--- config.mk ---
export PLATFORM = sky130hd
export DESIGN_NAME = cash_accumulator
export DESIGN_NICKNAME = d
export VERILOG_FILES = /design/src/rtl/cash_accumulator.sv
export SDC_FILE = /design/constraint.sdc
export NUM_CORES = 1
export LEC_CHECK = 0
export BUFFER_PORTS_ARGS = -buffer_cell sky130_fd_sc_hd__buf_4
export CAP_MARGIN = 0
export CORE_UTILIZATION = 40
export DETAILED_ROUTE_END_ITERATION = 6
export PLACE_DENSITY_LB_ADDON = 0.05
export SLEW_MARGIN = 20
export SYNTH_ARGS = -nofsm -noshare
export SYNTH_HDL_FRONTEND = slang
export SYNTH_SLANG_ARGS = --single-unit
--- constraint.sdc ---
create_clock -name clk -period 7.85 [get_ports clk]
set_clock_uncertainty 0.1 [all_clocks]
set_input_delay 0.785 -clock clk [delete_from_list [all_inputs] [get_ports clk]]
set_output_delay 0.785 -clock clk [all_outputs]
set_load 0.005 [all_outputs]
--- src/rtl/cash_accumulator.sv ---
// Cash accumulator: counts note pulses per channel and sums their value until a target is met.
// Define CASH_ACCUMULATOR_SYNC_EN to pass each pulse bit through a 2-flop synchronizer first.
module cash_accumulator #(
  parameter int                   NUM_CH = 3,
  parameter int                   CW     = 9,
  parameter int                   AW     = 19,
  parameter logic [NUM_CH*AW-1:0] DENOMS = {19'd5000, 19'd2000, 19'd1000}
) (
  input  logic                 clk,
  input  logic                 rst,
  input  logic                 start,
  input  logic [AW-1:0]        target,
  input  logic [NUM_CH-1:0]    pulse,
  input  logic                 ack,
  output logic                 out,
  output logic                 busy,
  output logic [AW-1:0]        total,
  output logic [AW-1:0]        change,
  output logic [NUM_CH*CW-1:0] counts,
  output logic                 sat
);
  // Four guard bits cover the current total plus up to eight maximal denominations.
  localparam int            SW        = AW + 4;
  localparam logic [AW-1:0] TOTAL_MAX = {AW{1'b1}};
  localparam logic [CW-1:0] COUNT_MAX = {CW{1'b1}};

  typedef enum logic [1:0] {
    S_IDLE    = 2'd0,
    S_COLLECT = 2'd1,
    S_DONE    = 2'd2
  } state_t;

  state_t               r_state;
  logic                 r_out;
  logic                 r_busy;
  logic                 r_sat;
  logic [AW-1:0]        r_total;
  logic [AW-1:0]        r_target;
  logic [AW-1:0]        r_change;
  logic [NUM_CH*CW-1:0] r_counts;
  logic [NUM_CH-1:0]    r_prev;

  logic [NUM_CH-1:0]    w_pulse;
  logic [NUM_CH-1:0]    w_edge;
  logic [NUM_CH-1:0]    w_cnt_ovf;
  logic [SW-1:0]        w_sum;
  logic [AW-1:0]        w_total_nxt;
  logic                 w_tot_ovf;
  logic [NUM_CH*CW-1:0] w_counts_nxt;

`ifdef CASH_ACCUMULATOR_SYNC_EN
  logic [NUM_CH-1:0] r_sync1;
  logic [NUM_CH-1:0] r_sync2;

  // Two-stage synchronizer on the asynchronous note pulses.
  always_ff @(posedge clk or negedge rst) begin
    if (!rst) begin
      r_sync1 <= {NUM_CH{1'b0}};
      r_sync2 <= {NUM_CH{1'b0}};
    end else begin
      r_sync1 <= pulse;
      r_sync2 <= r_sync1;
    end
  end

  assign w_pulse = r_sync2;
`else
  assign w_pulse = pulse;
`endif

  // Sum the denominations of every edge seen this cycle, clamped to the total range.
  always_comb begin
    w_edge = w_pulse & ~r_prev;
    w_sum  = SW'(r_total);
    for (int i = 0; i < NUM_CH; i++) begin
      w_sum = w_sum + (w_edge[i] ? SW'(DENOMS[i*AW +: AW]) : {SW{1'b0}});
    end
    w_tot_ovf   = (w_sum > SW'(TOTAL_MAX));
    w_total_nxt = w_tot_ovf ? TOTAL_MAX : w_sum[AW-1:0];
  end

  // Per-channel counters hold at their ceiling and flag the dropped note.
  always_comb begin
    w_counts_nxt = r_counts;
    w_cnt_ovf    = {NUM_CH{1'b0}};
    for (int i = 0; i < NUM_CH; i++) begin
      if (w_edge[i] && (r_counts[i*CW +: CW] == COUNT_MAX)) begin
        w_cnt_ovf[i] = 1'b1;
      end else if (w_edge[i]) begin
        w_counts_nxt[i*CW +: CW] = r_counts[i*CW +: CW] + CW'(1'b1);
      end else begin
        w_counts_nxt[i*CW +: CW] = r_counts[i*CW +: CW];
      end
    end
  end

  // Transaction FSM with its registered outputs; start overrides ack and pulse edges.
  always_ff @(posedge clk or negedge rst) begin
    if (!rst) begin
      r_state  <= S_IDLE;
      r_out    <= 1'b0;
      r_busy   <= 1'b0;
      r_sat    <= 1'b0;
      r_total  <= {AW{1'b0}};
      r_target <= {AW{1'b0}};
      r_change <= {AW{1'b0}};
      r_counts <= {(NUM_CH*CW){1'b0}};
      r_prev   <= {NUM_CH{1'b0}};
    end else begin
      r_prev <= w_pulse;
      if (start) begin
        r_state  <= S_COLLECT;
        r_out    <= 1'b0;
        r_busy   <= 1'b1;
        r_sat    <= 1'b0;
        r_total  <= {AW{1'b0}};
        r_target <= target;
        r_change <= {AW{1'b0}};
        r_counts <= {(NUM_CH*CW){1'b0}};
      end else begin
        case (r_state)
          S_IDLE: begin
            r_state <= S_IDLE;
          end
          S_COLLECT: begin
            r_total  <= w_total_nxt;
            r_counts <= w_counts_nxt;
            r_sat    <= r_sat | w_tot_ovf | (|w_cnt_ovf);
            // Completion looks at the already-registered total, so it trails the last note by a cycle.
            if (r_total >= r_target) begin
              r_state  <= S_DONE;
              r_out    <= 1'b1;
              r_busy   <= 1'b0;
              r_change <= w_total_nxt - r_target;
            end else begin
              r_state <= S_COLLECT;
            end
          end
          S_DONE: begin
            if (ack) begin
              r_state  <= S_IDLE;
              r_out    <= 1'b0;
              r_change <= {AW{1'b0}};
            end else begin
              r_state <= S_DONE;
            end
          end
          default: begin
            r_state <= S_IDLE;
            r_out   <= 1'b0;
            r_busy  <= 1'b0;
          end
        endcase
      end
    end
  end

  assign out    = r_out;
  assign busy   = r_busy;
  assign total  = r_total;
  assign change = r_change;
  assign counts = r_counts;
  assign sat    = r_sat;

endmodule
# == After elaboration in Yosys (flattened, before gate mapping) ==
# Index checks and enable logic that the tools add are counted.
# op_classes
n_mux,34
shifts,0
n_reduce_logical,17
n_addsub,7
bitwise,4
div_mod_pow,0
n_eq_ne,12
order_cmp,2
mul,0
# ops
operator,n
$mux 19,6
$mux 27,2
$mux 9,6
$pmux 19 s2,1
$add 9x1->9 const B,3
$eq 9x9->1 const B,3
$add 21x13->22,1
$gt 22x19->1 const B,1
$add 20x11->21,1
$add 19x10->20,1
$ge 19x19->1,1
$sub 19x19->19,1
$reduce_and 3->1,5
$mux 13,1
$mux 11,1
$mux 1,10
$mux 10,1
$ne 2x2->1 const B,4
$reduce_bool 2->1,4
$mux 2,3
$ne 3x3->1 const B,2
$pmux 2 s2,1
$and 3x3->3,1
$logic_and 1x1->1,3
12 further kinds,13
# word_totals
inputBits,26
rom_bits,0
out_inout_bits,68
regBits,92
latchBits,0
ram_bits,0
memories,0
elab_cells,87

# == Longest topological paths before layout ==
# logic_depth
depth_word,12
depth_mapped,27
depth_no_buf,25

# == Worst setup path after synthesis ==
# Ideal clock, no wire load.
# synth_path
path_kind,in2reg
startpoint,in pulse[0]
endpoint,reg r_change[18] (netlist: change[18])
setup_ps,121
cell_stages,26
n_path_buf,2
slack_ps,1443
arrival_ps,6186
required_time_ps,7629
cell_sequence,nor2b_1 -> buf_1 -> xor2_1 -> ha_1 -> inv_1 -> fa_1 -> inv_1 -> ha_1 -> nor2b_4 -> o31a_1 -> o311a_1 -> o41a_4 -> nor2b_1 -> clkbuf_1 -> nor2_1 -> ha_1 -> inv_1 -> fa_1 -> a211oi_1 -> nor2_1 -> o31ai_1 -> a31oi_1 -> a211oi_1 -> o21bai_1 -> xnor2_1 -> a22o_1
# synth_via
elab_chain_cells,11
# synth_rtl
element,line_no,rtl
from (decl),13,"input logic [NUM_CH-1:0] pulse,"
$and 3x3->3 *,73,w_edge = w_pulse & ~r_prev;
$mux 10 *,76,w_sum = w_sum + (w_edge[i] ? SW'(DENOMS[i*AW +: AW]) : {SW{1'b0}});
$add 19x10->20 *,76,
$add 20x11->21 *,76,
$add 21x13->22 *,76,
$gt 22x19->1,78,w_tot_ovf = (w_sum > SW'(TOTAL_MAX));
$mux 19 *,79,w_total_nxt = w_tot_ovf ? TOTAL_MAX : w_sum[AW-1:0];
$sub 19x19->19 *,134,r_change <= w_total_nxt - r_target;
$mux 19 *,130,if (r_total >= r_target) begin
$pmux 19 s2 *,121,case (r_state)
$mux 19 *,111,if (start) begin
to (signal assigned),118,r_change <= {AW{1'b0}};
to (signal assigned),134,
to (signal assigned),143,r_change <= {AW{1'b0}};
to (decl),39,logic [AW-1:0] r_change;
# Every way passes the cells marked *; elsewhere a longest branch is shown, timed or not. The select of a mux whose other input is x is not followed.
# A chain may end at the register's enable or synchronous reset.

# == Final worst setup path ==
# Ends and elaborated chain as after synthesis.

==> impl_metrics.yaml <==
run_status:
  outcome: "finished, final reports clean"
clock_tree:
  cts_htree_levels: 3
  cts_root_buf: "clkbuf_16"
  cts.hold.buffers_added: 0
  clockBufferDepth: 2
  clk_latency_ns: 0.36
  cts-resized-gates: 0
  cts_sinks: 92
  clkSlewWorstSetupHoldPaths_ns: 0.07
  cts_tree: "yes"
  cts_setup_buffers: 0
  cts_buffers: 9
floorplan:
  die_w_um: 125
  io_pins: 94
  row_count: 44
  coreArea_um2: 14600
  dieArea_um2: 15500
  initial_utilization_pct: 41.2
  chipHeight_um: 125
worst_setup_path:
  required_ns: 7.99
  reg2reg_depth: 24
  worstPathArrival_ns: 6.56
  start_kind: "input pin"
  critPathKind: "in2reg"
  worstPathMaxFanout: 13
  timing.rr.start: "r_prev[1]"
  reg2reg_to: "change[18]"
  r2r_slack_ns: 1.61
  worstSetupEndpointType: "flip-flop"
logic_synthesis:
  ys.flop_type: "dfrtp_1"
  synth_top_area_cell: "dfrtp_1"
  yosys-top-cells-area: "dfrtp_1 38%, ha_1 15%, nor2_1 5.2%"
  ys_types: 51
  avgSynthCellArea_um2: 9.30
  synth_edf_count: 0
  ys.warnings.count: 0
  syn_inst: 646
  yosysSeqAreaShare_pct: 38.3
  syn-cell-area_um2: 6010
  ys_async_sr_fraction_pct: 100
  syn_nets: 747
  synth_seq_cells: 92
  synth_top_area_share_pct: 38.3
cells_and_area:
  diodes: 0
  stdcell_count: 922
  fillers: 1373
  utilization_pct: 49.3
  area.sequential_um2: 2300
  nNetsFinal: 834
  final_common_cell: "buf_4"
  drive_gt1_share_pct: 17.2
  multi_input_area_um2: 3420
  final_cell_mix: "100 x buf_4, 92 x dfrtp_1, 83 x nor2_1"
  area_delta_synth_final_pct: 19.8
drt:
  dr_total_vias: 4720
  vias_per_cell: 5.12
  drt_first_pass_iters: 4
  drcViolationCount: 0
  routedWlPerCell_um: 15.3
  dr.first_iter.drc_count: 250
  ant_nets: 0
  routed_wl_um: 14100
grt:
  grt_pass1_wl_um: 23100
  grt_pass1_vias: 4641
  grt_start_max_net_pins: 93
  gr-total-overflow: 0
  antenna_found_initial: 0
  grt_use_total_pct: 18.7
timing:
  period_needed_ns: 6.42
  setup_tns_ns: 0
  worst_slack_ns: 1.43
  rsz0062_at_grt: "no"
  hold_violations: 0
  maxSlewHeadroom_pct: 33.5
  report.final.slew_viol_count: 0
  worstMarginPinSlew_ns: 0.997
  period_share_pct: 81.7
  timing.fmax_mhz: 156
  setup_viol: 0
placement:
  placed_cells: 906
  place_ws_ns: 1.02
  globalplace.congestion: 0.834
  port_buffers: 93
  hpwlAfterDp_um: 10400
power_and_ir_drop:
  p_per_area_nw_per_um2: 292
  finalPower_uw: 2100
  p_leak_uw: 0.00376
  ir_worst_vdd_mv: 0.148
worst_hold_path:
  hp-class: "in2async"
run:
  max_cap_viol_count: 0
==> logic make-up after synthesis <==
logic type      after synthesis  synth area share (%)
compound gates              146                  16.9
xor+xnor                     44                  6.41
fa+ha+maj                    75                  16.2
buf+inv                      76                  4.81
flops                        92                  38.3
mux                          10                  1.69
simple gates                203                  15.6
==> routing by layer <==
metal	part of all wire, %	vias up	track usage (%)
li1	-	2434	-
met1	50	2175	25.9
met4	1.7	0	5.67
met2	43	93	28.4
met3	4.9	18	4.85
met5	0	-	0
==> synthesized netlist by cell type (all sizes together) (3+ instances only) <==
library cell,n
dfrtp,92
nor2,83
ha,70
inv,52
nand2,48
a21oi,32
o21ai,31
xnor2,22
xor2,22
clkbuf,20
a22o,15
a211oi,14
a21o,13
nand3,13
and3,12
nor2b,12
mux2i,9
nand4,9
nor3,8
nand2b,7
a31oi,6
fa,5
o21bai,5
a311oi,4
a32o,4
buf,4
o21a,4
o31ai,4
or2,4
o31a,3
==> critical path: stages <==
cell	delay (ns)
buf_4	0.12
nor2b_1	0.12
buf_4	0.18
xor2_1	0.16
ha_1	0.28
inv_1	0.05
fa_1	0.49
inv_1	0.04
ha_1	0.33
nor2b_4	0.14
o31a_1	0.27
o311a_1	0.35
o41a_4	0.41
nor2b_1	0.15
buf_4	0.18
nor2_1	0.11
ha_1	0.17
inv_1	0.05
fa_1	0.41
a211oi_1	0.26
nor2_1	0.11
o31ai_1	0.37
a31oi_1	0.23
a211oi_1	0.31
o21bai_1	0.13
xnor2_1	0.13
a22o_1	0.20
==> power breakdown <==
part	internal [µW]	total [µW]	switching [µW]	leakage, µW
Sequential	526	591	65.2	0.00122
Clock	249	450	202	0.000138
Combinational	468	1060	593	0.00240
==> state kept, by name, indices dropped and copies added (netlist names) <==
name and count:
busy 1, r_prev 3, out 1, r_state 2
total 19, counts 27, r_target 19, sat 1
change 19
==> layout make-up <==
| cell class | count | area share [%] |
|---|---|---|
| clock inverters | 7 | 1.04 |
| clock buffers | 9 | 3.13 |
| flip-flops and latches | 92 | 32.0 |
| inverters | 52 | 2.71 |
| repair buffers | 100 | 10.4 |
| multi-input cells | 478 | 47.5 |
| well taps | 184 | 3.20 |
==> stage by stage <==
step / area, µm² / hold WS (ns)
after global routing: 7200 / 0.365
final: 7200 / 0.313
after global placement: 6900 / 0.365
after CTS: 7200 / 0.335
after detailed placement: 6900 / 0.375
after floorplan: 6010 / 0.374
==> how the worst max path moves through the flow <==
stage,startpoint,to,cells past startpoint
floorplan,pulse[0],change[18],26
finish,pulse[0],change[18],27
detailed placement,pulse[1],change[18],25
global route,pulse[1],change[18],25
CTS,pulse[1],change[18],25
global placement,pulse[0],change[18],27
Power figures use the tool's default switching activity.
